[src/rtl/mdu_pkg.sv]
// Shared definitions for the iterative multiply/divide unit: FSM states,
// mdopE field positions and iteration parameters.
package mdu_pkg;

    localparam int unsigned MDU_WIDTH = 32;
    localparam int unsigned MDU_ITER  = 32;
    localparam int unsigned MDU_CNT_W = $clog2(MDU_ITER);

    // Bit positions inside mdopE
    localparam int unsigned MD_DIV = 0;
    localparam int unsigned MD_UNS = 1;

    typedef enum logic [1:0] {
        StIdle,
        StRun,
        StFix
    } mdu_state_e;

endpackage

[src/rtl/mdu_step.sv]
// One radix-2 iteration of the MDU datapath: shift-add multiply step or
// restoring divide step on a packed {hi, lo} accumulator, chosen by div_i.
module mdu_step #(
    parameter int unsigned WIDTH = 32
) (
    input  logic               div_i,
    input  logic [2*WIDTH-1:0] acc_i,
    input  logic [WIDTH-1:0]   opnd_i,
    output logic [2*WIDTH-1:0] acc_o
);

    logic [WIDTH:0]   sum;
    logic [WIDTH:0]   shifted;
    logic [WIDTH-1:0] diff;
    logic             nonneg;

    always_comb begin
        // Multiply: acc = {partial, multiplier}; add multiplicand on lsb, shift right.
        sum     = {1'b0, acc_i[2*WIDTH-1:WIDTH]} + (acc_i[0] ? {1'b0, opnd_i} : '0);
        // Divide: acc = {remainder, dividend/quotient}; shift left, trial subtract.
        shifted = {acc_i[2*WIDTH-1:WIDTH], acc_i[WIDTH-1]};
        nonneg  = shifted >= {1'b0, opnd_i};
        diff    = shifted[WIDTH-1:0] - opnd_i;
        if (div_i) begin
            acc_o = {(nonneg ? diff : shifted[WIDTH-1:0]), acc_i[WIDTH-2:0], nonneg};
        end else begin
            acc_o = {sum, acc_i[WIDTH-1:1]};
        end
    end

endmodule

[src/rtl/mdu_iter.sv]
// Iterative MULT/MULTU/DIV/DIVU unit with private HI/LO and MT/MF access.
// Define MDU_FAST_MULT_EN to compute multiplies in a single FIX cycle.
module mdu_iter
    import mdu_pkg::*;
#(
    parameter int unsigned WIDTH = MDU_WIDTH
) (
    input  logic             clk,
    input  logic             reset,
    input  logic             mdstartE,
    input  logic [1:0]       mdopE,
    input  logic             hilowriteE,
    input  logic             hiloselE,
    input  logic             abortE,
    input  logic [WIDTH-1:0] srcaE,
    input  logic [WIDTH-1:0] srcbE,
    output logic             mdrunE,
    output logic [WIDTH-1:0] hilooutE
);

    mdu_state_e state_q, state_d;

    logic [MDU_CNT_W-1:0] cnt_q, cnt_d;
    logic [2*WIDTH-1:0]   acc_q, acc_d;
    logic [WIDTH-1:0]     opnd_q, opnd_d;
    logic                 div_q, div_d;
    logic                 neg_prod_q, neg_prod_d;
    logic                 neg_rem_q, neg_rem_d;
    logic [WIDTH-1:0]     hi_q, hi_d;
    logic [WIDTH-1:0]     lo_q, lo_d;

    logic                 start;
    logic                 mt_we;
    logic                 commit;
    logic                 fast_mult;
    logic [2*WIDTH-1:0]   step_acc;

    logic                 sgn, neg_a, neg_b;
    logic [WIDTH-1:0]     abs_a, abs_b;
    logic [2*WIDTH-1:0]   res, prod;

`ifdef MDU_FAST_MULT_EN
    assign fast_mult = ~mdopE[MD_DIV];
`else
    assign fast_mult = 1'b0;
`endif

    mdu_step #(
        .WIDTH (WIDTH)
    ) u_step (
        .div_i  (div_q),
        .acc_i  (acc_q),
        .opnd_i (opnd_q),
        .acc_o  (step_acc)
    );

    always_ff @(posedge clk or negedge reset) begin
        if (!reset) begin
            state_q <= StIdle;
        end else begin
            state_q <= state_d;
        end
    end

    always_comb begin
        state_d = state_q;
        unique case (state_q)
            StIdle: if (start) state_d = fast_mult ? StFix : StRun;
            StRun: begin
                if (abortE) begin
                    state_d = StIdle;
                end else if (cnt_q == '0) begin
                    state_d = StFix;
                end
            end
            StFix:   state_d = StIdle;
            default: state_d = StIdle;
        endcase
    end

    always_comb begin
        mdrunE = (state_q != StIdle);
        start  = (state_q == StIdle) && mdstartE && !abortE;
        // A start in the same cycle drops the MT write, even when abort blocks the start.
        mt_we  = (state_q == StIdle) && hilowriteE && !mdstartE;
        commit = (state_q == StFix) && !abortE;
    end

    always_comb begin
        sgn   = ~mdopE[MD_UNS];
        neg_a = sgn & srcaE[WIDTH-1];
        neg_b = sgn & srcbE[WIDTH-1];
        abs_a = neg_a ? -srcaE : srcaE;
        abs_b = neg_b ? -srcbE : srcbE;

        res = acc_q;
`ifdef MDU_FAST_MULT_EN
        if (!div_q) begin
            res = {{WIDTH{1'b0}}, opnd_q} * {{WIDTH{1'b0}}, acc_q[WIDTH-1:0]};
        end
`endif
        prod = neg_prod_q ? -res : res;
    end

    always_comb begin
        cnt_d      = cnt_q;
        acc_d      = acc_q;
        opnd_d     = opnd_q;
        div_d      = div_q;
        neg_prod_d = neg_prod_q;
        neg_rem_d  = neg_rem_q;
        hi_d       = hi_q;
        lo_d       = lo_q;

        if (start) begin
            div_d      = mdopE[MD_DIV];
            neg_prod_d = neg_a ^ neg_b;
            neg_rem_d  = neg_a;
            // Multiply keeps the multiplicand aside; divide keeps the divisor aside.
            opnd_d     = mdopE[MD_DIV] ? abs_b : abs_a;
            acc_d      = {{WIDTH{1'b0}}, (mdopE[MD_DIV] ? abs_a : abs_b)};
            cnt_d      = MDU_CNT_W'(MDU_ITER - 1);
        end

        if (state_q == StRun) begin
            acc_d = step_acc;
            if (cnt_q != '0) begin
                cnt_d = cnt_q - 1'b1;
            end
        end

        if (commit) begin
            if (div_q) begin
                lo_d = neg_prod_q ? -res[WIDTH-1:0] : res[WIDTH-1:0];
                hi_d = neg_rem_q ? -res[2*WIDTH-1:WIDTH] : res[2*WIDTH-1:WIDTH];
            end else begin
                lo_d = prod[WIDTH-1:0];
                hi_d = prod[2*WIDTH-1:WIDTH];
            end
        end

        if (mt_we) begin
            if (hiloselE) begin
                hi_d = srcaE;
            end else begin
                lo_d = srcaE;
            end
        end
    end

    always_ff @(posedge clk or negedge reset) begin
        if (!reset) begin
            cnt_q      <= '0;
            acc_q      <= '0;
            opnd_q     <= '0;
            div_q      <= 1'b0;
            neg_prod_q <= 1'b0;
            neg_rem_q  <= 1'b0;
            hi_q       <= '0;
            lo_q       <= '0;
        end else begin
            cnt_q      <= cnt_d;
            acc_q      <= acc_d;
            opnd_q     <= opnd_d;
            div_q      <= div_d;
            neg_prod_q <= neg_prod_d;
            neg_rem_q  <= neg_rem_d;
            hi_q       <= hi_d;
            lo_q       <= lo_d;
        end
    end

    assign hilooutE = hiloselE ? hi_q : lo_q;

endmodule
[config.mk]
export PLATFORM = sky130hd
export DESIGN_NAME = mdu_iter
export DESIGN_NICKNAME = d
export VERILOG_FILES = /design/src/rtl/mdu_pkg.sv /design/src/rtl/mdu_step.sv /design/src/rtl/mdu_iter.sv
export SDC_FILE = /design/constraint.sdc
export NUM_CORES = 1
export LEC_CHECK = 0
export ABC_CLOCK_PERIOD_IN_PS = 4250
export BUFFER_PORTS_ARGS = -buffer_cell sky130_fd_sc_hd__buf_2
export CAP_MARGIN = 20
export CORE_MARGIN = 2
export CORE_UTILIZATION = 40
export DETAILED_ROUTE_END_ITERATION = 8
export HOLD_SLACK_MARGIN = 0.03
export SETUP_SLACK_MARGIN = 0.1
export SYNTH_ARGS = -nofsm -noshare
export SYNTH_HDL_FRONTEND = slang
export SYNTH_SLANG_ARGS = --single-unit
[constraint.sdc]
create_clock -name clk -period 4.25 [get_ports clk]
set_clock_uncertainty 0.05 [all_clocks]
set_input_delay 0.6375 -clock clk [delete_from_list [all_inputs] [get_ports clk]]
set_output_delay 0.6375 -clock clk [all_outputs]
set_load 0.02 [all_outputs]
==> implementation parameters, run 1 <==
Parameter                              Value

GRT
  Largest net degree at the start of global routing    a little over 90
  Met2 layer usage reported by global route    between 40% and 50%
  Global routing met3 resource utilization    between 6 and 7%
  Number of global-route vias before repair    around 14000
  Antenna violations before repair    1
  Global-route usage over all layers    between 20% and 30%
  First-pass GRT wire length    approximately 84000 µm
  GR Util met1    40.9%
  Most Used Layer, Global Route    met2
  Overall overflow remaining after global route    0

Setup path
  Sequence of cells on the critical path    inv_1 -> buf_4 -> nor2_1 -> ha_1 -> o21ai_0 -> nand2b_1 -> nand2_1 -> o21a_1 -> o41a_1 -> nor3_1 -> o41a_1 -> mux2_2 -> a211oi_1 -> a211oi_1
  Startpoint-to-endpoint class of the critical path    flop to flop
  Worst endpoint required time    4.53 ns
  Arrival time worst endpoint    approximately 4.2 ns
  Cell type of the slowest stage on the worst timing path    sky130_fd_sc_hd__dfrtp_1
  Launching element type of the critical path    flop
  Nature of the critical path endpoint    flop
  Maximum cell stage delay along the critical path    approximately 0.46 ns
  Max Fanout on Critical Path    17

STA
  Final critical-path share of the clock period    between 90% and 100%
  Finish-stage setup viols    0
  Highest clock rate    roughly 260 MHz
  Crit path setup slack, layout    around 0.33 ns
  Final hold violation count    0
  Number of max-slew violations in the final report    0
  RSZ-0062 raised after global routing    no
  Minimum period implied by the final worst setup slack    approximately 3.9 ns
  Final setup TNS    0 ns
  Slew at the pin closest to its max-slew limit    about 1.1 ns
  Relative slew slack    27.3%

Placed design
  Buffers added on ports    104
  Routability Congestion    roughly 1.0
  Placement Setup Slack    roughly 0.36 ns
  Sum of net half-perimeters after detailed placement    roughly 42000 µm

Yosys
  Net count after synthesis    around 2100
  Asr flop ratio synth    100%
  Post-synthesis register bit count    170
  Largest area contributor in the synthesized netlist    sky130_fd_sc_hd__dfrtp_1
  Instance count of the mapped netlist    between 1500 and 2000
  EDFF count, synth    0
  Post-Syn Area    15100 µm²
  Top area cells in the synthesized netlist    sky130_fd_sc_hd__dfrtp_1 (28%), sky130_fd_sc_hd__a21oi_1 (6.9%), sky130_fd_sc_hd__o21ai_0 (5.9%)
  Post-Syn Area per Cell    just under 8 µm²
  Fraction of post-synthesis cell area in the top cell type by area    between 20% and 30%
  Sequential-to-total area share from yosys stat    28.1%
  Number of warnings printed during yosys synthesis    0
  Distinct cell type count after synthesis    just under 70
  Most used flip-flop cell after synthesis    sky130_fd_sc_hd__dfrtp_1

Floorplanning
  Starting Density    roughly 40%
  Number of primary I/O pins    105
  Number of rows in the core area    71
  Core area    ~37000 µm²
  Die height    approximately 200 µm
  X dimension of the die    ~200 µm
  Total die area    slightly below 40000 µm²

Pwr
  Switch share    between 40% and 50%
  Static leakage    7.24 nW
  Fraction of power consumed by sequential logic    approximately 26%
  Proportion of power drawn by combinational gates    between 50% and 60%
  Clock network fraction of design power    15.8%
  Switch Pwr    between 5 and 6 mW
  Final total power    between 10 and 15 mW
  VDD IR-drop max    around 290 µV
  P_int    about 5.2 mW
  Power density over cell area    ~610 nW/µm²

Cells and area
  NumNets Final    between 2000 and 2500
  Area Overhead vs Synth    11.3%
  Most common cell after layout, fill and taps aside    sky130_fd_sc_hd__a21oi_1
  Commonest cells after routing, fill and taps aside    sky130_fd_sc_hd__a21oi_1 (209), sky130_fd_sc_hd__o21ai_0 (179), sky130_fd_sc_hd__nand2_1 (177)
  Share of post-route cells with drive strength above 1    between 10% and 20%
  Fillcell total    around 3800

Hold path
  Worst hold-check path type    primary input to asynchronous set/reset pin

Clocking
  Clock latency reported for the late side of the worst-skew pair    between 0.4 and 0.5 ns
  Max H-tree Level    4
  Root cell of the clock tree    sky130_fd_sc_hd__clkbuf_16
  Clock-pin slew on the worst setup and hold paths    roughly 0.080 ns
  Post-cts hold buffer count    0
  TritonCTS Buffers    17
  Post-CTS Repair Setup Buffers    0
  Number of clock sinks    170
  TritonCTS clock tree    built
  Maximum root-to-sink buffer count    2

Status
  Status    finished, final reports clean

Detailed routing
  Pre-antenna DRT Iters    6
  Initial detailed-routing violation count    approximately 1400
  Number of vias after detailed routing    around 15000
  Detailed-route DRC error count    0
  Final routed wirelength across all metal layers    about 55000 µm
  Wire per inst    approximately 22 µm
  Vias per Instance    a little under 6
  ANT nets after route    0

Run
  Max_cap viols    0
==> final timing paths <==
path | from | endpoint | slack [ns] | depth (start not counted)
worst max-delay path | acc_q[0] | acc_q[62] | 0.33 | 14
worst min-delay path | reset | hi_q[29] | 0.20 | 1
worst max register to register | acc_q[0] | acc_q[62] | 0.33 | 14
worst min register to register | opnd_q[15] | opnd_q[15] | 0.44 | 2
max in group asynchronous | reset | hi_q[6] | 3.02 | 2
min in group clk | abortE | state_q[0] | 0.38 | 2
==> cells in the mapped netlist, types with 30 or more instances <==
library cell,count
sky130_fd_sc_hd__mux2i_1,48
sky130_fd_sc_hd__o21ai_0,179
sky130_fd_sc_hd__xnor2_1,89
sky130_fd_sc_hd__inv_1,56
sky130_fd_sc_hd__nand2_1,177
sky130_fd_sc_hd__o211ai_1,37
sky130_fd_sc_hd__a211oi_1,33
sky130_fd_sc_hd__dfrtp_1,170
sky130_fd_sc_hd__nor3_1,40
sky130_fd_sc_hd__mux2_2,35
sky130_fd_sc_hd__xor2_1,84
sky130_fd_sc_hd__and3_1,30
sky130_fd_sc_hd__a21oi_1,209
sky130_fd_sc_hd__a21o_1,39
sky130_fd_sc_hd__ha_1,69
sky130_fd_sc_hd__nor2_1,174
sky130_fd_sc_hd__clkbuf_1,105
==> state kept, by name, summed over array words and instances, names as in the netlist <==
signal	cells
acc_q	64
cnt_q	5
div_q	1
hi_q	32
lo_q	32
neg_prod_q	1
neg_rem_q	1
opnd_q	32
state_q	2
==> through the flow <==
| stage | hold slack [ns] | instances | cell area, µm² | util [%] |
|---|---|---|---|---|
| after detailed placement | 0.420 | 2477 | 16200 | 43.3 |
| after global routing | 0.323 | 2509 | 16800 | 44.9 |
| after CTS | 0.303 | 2509 | 16800 | 44.9 |
| after floorplan | 0.292 | 1941 | 15100 | - |
| after global placement | 0.416 | 2477 | 16200 | 43.3 |
| final | 0.198 | 2510 | 16800 | 44.9 |
==> power groups by stage <==
stage | clock network [mW] | registers [mW] | logic [mW]
after floorplan | 0 | 2.40 | 4.20
after global placement | 0 | 2.64 | 5.85
after detailed placement | 0 | 2.65 | 5.87
after CTS | 1.65 | 2.62 | 5.90
after global routing | 1.70 | 2.69 | 6.55
final | 1.63 | 2.64 | 6.03
==> layout make-up <==
| class | instances | area (µm²) | area share [%] |
|---|---|---|---|
| Clock inverter | 14 | 156 | 0.929 |
| Multi-Input combinational cell | 1589 | 10200 | 60.8 |
| Antenna cell | 1 | 2.50 | 0.0149 |
| Tap cell | 511 | 639 | 3.80 |
| Timing Repair Buffer | 149 | 902 | 5.36 |
| Sequential cell | 170 | 4260 | 25.3 |
| Inverter | 58 | 218 | 1.29 |
| Clock buffer | 18 | 429 | 2.55 |
==> worst max-delay path: cells and delay by family, from the launching register on <==
family	cells	cell delay (ns)
fa+ha+maj	1	0.34
mux	1	0.34
flops	1	0.46
simple gates	4	0.72
buf+inv	2	0.51
compound gates	6	1.36
==> logic make-up (layout without fill, tap and decap cells) <==
kind of cell	after synthesis	after routing	share of synthesized area, %
AOI/OAI and AO/OA	654	654	26.3
muxes	84	84	5.86
DFF	170	170	28.1
and+or+nand+nor	607	607	19.2
adders and majority gates	71	71	5.97
other	0	1	0
buffers and inverters	182	239	4.57
xor gates and xnor gates	173	173	10.0
==> metal layers <==
metal	routed length [µm]	vias to the layer above
met2	23400	630
met4	1580	0
met5	0	-
met1	25600	7079
li1	-	7133
met3	4830	82
==> timing repair <==
item,CTS,global route
endpoints found under the setup margin,0,1
gates resized for setup,0,1
endpoints found under the hold margin,0,0
No activity file was read; power rests on OpenSTA's default activity.
==> inputs of run 2 (changes only) <==
--- a/config.mk
+++ b/config.mk
@@ -8,7 +8,6 @@
 export ABC_CLOCK_PERIOD_IN_PS = 4250
 export BUFFER_PORTS_ARGS = -buffer_cell sky130_fd_sc_hd__buf_2
 export CAP_MARGIN = 20
-export CORE_MARGIN = 2
 export CORE_UTILIZATION = 40
 export DETAILED_ROUTE_END_ITERATION = 8
 export HOLD_SLACK_MARGIN = 0.03
==> implementation parameters, run 2 (same netlist as run 1, synthesis figures left out) <==
Parameter                              Value

Detailed routing
  ANT nets after route    0 (unchanged)
  Number of vias after detailed routing    15200 (was 14900)
  Final routed wirelength across all metal layers    56700 µm (was 55500 µm)
  Initial detailed-routing violation count    1685 (was 1378)
  Vias per Instance    6.08 (was 5.95)
  Detailed-route DRC error count    0 (unchanged)
  Pre-antenna DRT Iters    8 (was 6)
  Wire per inst    22.7 µm (was 22.1 µm)

Setup path
  Nature of the critical path endpoint    flop (unchanged)
  RR Endpoint    acc_q[62] (unchanged)
  Crit path from    acc_q[0] (unchanged)
  Max Fanout on Critical Path    7 (was 17)
  Register-to-Register Setup Slack    0.37 ns (was 0.33 ns)
  Arrival time worst endpoint    4.16 ns (was 4.19 ns)
  Launching element type of the critical path    flop (unchanged)
  Number of cells on the worst reg-to-reg path    13 (was 14)
  Worst endpoint required time    4.53 ns (about the same)
  Startpoint-to-endpoint class of the critical path    flop to flop (unchanged)
  Startpoint of the worst register-to-register path    acc_q[0] (unchanged)

Clocking
  Root cell of the clock tree    sky130_fd_sc_hd__clkbuf_16 (unchanged)
  Clock latency reported for the late side of the worst-skew pair    0.46 ns (was 0.45 ns)
  Clock-pin slew on the worst setup and hold paths    0.07 ns (was 0.08 ns)
  Maximum root-to-sink buffer count    2 (unchanged)
  TritonCTS clock tree    built (unchanged)
  Number of clock sinks    170 (unchanged)
  TritonCTS Buffers    17 (unchanged)
  Max H-tree Level    4 (unchanged)

Floorplanning
  Number of primary I/O pins    105 (unchanged)
  Total die area    38600 µm² (was 39400 µm²)
  X dimension of the die    196 µm (was 198 µm)
  Die height    196 µm (was 198 µm)
  Starting Density    41.0% (was 40.4%)
  Core area    36900 µm² (was 37500 µm²)
  Number of rows in the core area    70 (was 71)

Placed design
  Sum of net half-perimeters after detailed placement    43100 µm (was 42500 µm)
  Routability Congestion    0.969 (was 0.999)
  Area after DPL    16300 µm² (was 16200 µm²)
  Buffers added on ports    104 (unchanged)
  Cells after DPL    2472 (was 2477)

STA
  Final hold violation count    0 (unchanged)
  RSZ-0062 raised after global routing    no (unchanged)
  Slew at the pin closest to its max-slew limit    1.13 ns (was 1.09 ns)
  Finish-stage setup viols    0 (unchanged)
  Hold slack final    0.195 ns (was 0.198 ns)
  Final critical-path share of the clock period    91.3% (was 92.2%)
  Minimum period implied by the final worst setup slack    3.88 ns (was 3.92 ns)
  Highest clock rate    258 MHz (was 255 MHz)
  Number of max-slew violations in the final report    0 (unchanged)
  Relative slew slack    24.5% (was 27.3%)
  Final setup TNS    0 ns (unchanged)

GRT
  First-pass GRT wire length    86500 µm (was 84000 µm)
  Global-route usage over all layers    29.6% (was 28.1%)
  Antenna violations before repair    0 (was 1)
  Overall overflow remaining after global route    0 (unchanged)
  Largest net degree at the start of global routing    88 (was 92)
  Number of global-route vias before repair    13900 (was 13600)

Cells and area
  Share of post-route cells with drive strength above 1    12.4% (was 12.2%)
  NumNets Final    2131 (was 2128)
  Post-layout utilization of the core    45.9% (was 44.9%)
  Finished Cell Area    16900 µm² (was 16800 µm²)
  Area Overhead vs Synth    11.9% (was 11.3%)
  Post-route non-filler standard cell count    2505 (was 2510)
  Top register by number of flip-flops    acc_q (unchanged)
  Most common cell after layout, fill and taps aside    sky130_fd_sc_hd__a21oi_1 (unchanged)
  Flip-flop count of the largest register, all copies and words added    64 (unchanged)
  Commonest cells after routing, fill and taps aside    sky130_fd_sc_hd__a21oi_1 (209), sky130_fd_sc_hd__o21ai_0 (179), sky130_fd_sc_hd__nand2_1 (177) (unchanged)

Hold path
  Worst hold-check path type    primary input to asynchronous set/reset pin (unchanged)

Status
  Status    finished, final reports clean (unchanged)

Pwr
  VDD IR-drop max    309 µV (was 288 µV)
  Static leakage    7.29 nW (was 7.24 nW)
  Power density over cell area    620 nW/µm² (was 612 nW/µm²)

Run
  Max_cap viols    0 (unchanged)
-- run 2: repair_timing --
| item | 4_1_cts | 5_1_grt |
|---|---|---|
| hold buffers | 0 | 0 |
| resized for setup | 0 | 2 |
| hold endpoints to repair | 0 | 0 |
| setup endpoints to repair | 0 | 2 |
| buffers inserted | 0 | 0 |
-- run 2: layer usage --
metal	wire length, µm	track usage (%)	up-vias
met3	4890	4.91	85
met4	1820	10.4	0
met5	0	0	-
met1	26100	44.0	7316
met2	23900	42.6	710
li1	-	-	7113
-- run 2: worst max path at each step --
stage	endpoint	slack (ns)	cells after the start
2_1_floorplan	acc_q[62]	0.79	14
3_3_place_gp	acc_q[63]	0.33	14
3_5_place_dp	acc_q[63]	0.26	14
4_1_cts	acc_q[63]	0.22	14
5_1_grt	acc_q[60]	0.12	14
6_report	acc_q[62]	0.37	13
-- run 2: final cells by class --
type	instances	area (µm²)
repair buffers	152	957
multi-input cells	1589	10200
flip-flops and latches	170	4260
clock buffers	19	443
well taps	504	631
clock inverters	12	186
inverters	58	218
fillers	3717	19900
diodes	1	2.50
-- run 2: critical path, cell delays in order, from the launching register on --
cell	delay, ns
sky130_fd_sc_hd__dfrtp_1	0.46
sky130_fd_sc_hd__inv_1	0.18
sky130_fd_sc_hd__nor2_1	0.07
sky130_fd_sc_hd__ha_1	0.35
sky130_fd_sc_hd__o211ai_1	0.14
sky130_fd_sc_hd__o211ai_1	0.33
sky130_fd_sc_hd__nand2_1	0.14
sky130_fd_sc_hd__o21a_1	0.24
sky130_fd_sc_hd__o41a_1	0.45
sky130_fd_sc_hd__nor3_1	0.44
sky130_fd_sc_hd__o41a_1	0.26
sky130_fd_sc_hd__mux2_2	0.35
sky130_fd_sc_hd__a211oi_1	0.22
sky130_fd_sc_hd__a211oi_1	0.08
-- run 2: where the power goes --
group | internal [mW] | switching [mW] | total [mW]
logic | 2.40 | 3.66 | 6.06
registers | 2.01 | 0.669 | 2.68
clock network | 1.01 | 0.752 | 1.76
-- run 2: per-stage QoR --
| step | total power [mW] | worst slack [ns] |
|---|---|---|
| after floorplan | 6.60 | 0.790 |
| after global placement | 8.54 | 0.333 |
| after detailed placement | 8.57 | 0.261 |
| after CTS | 10.4 | 0.223 |
| after global routing | 11.2 | 0.123 |
| final | 10.5 | 0.371 |
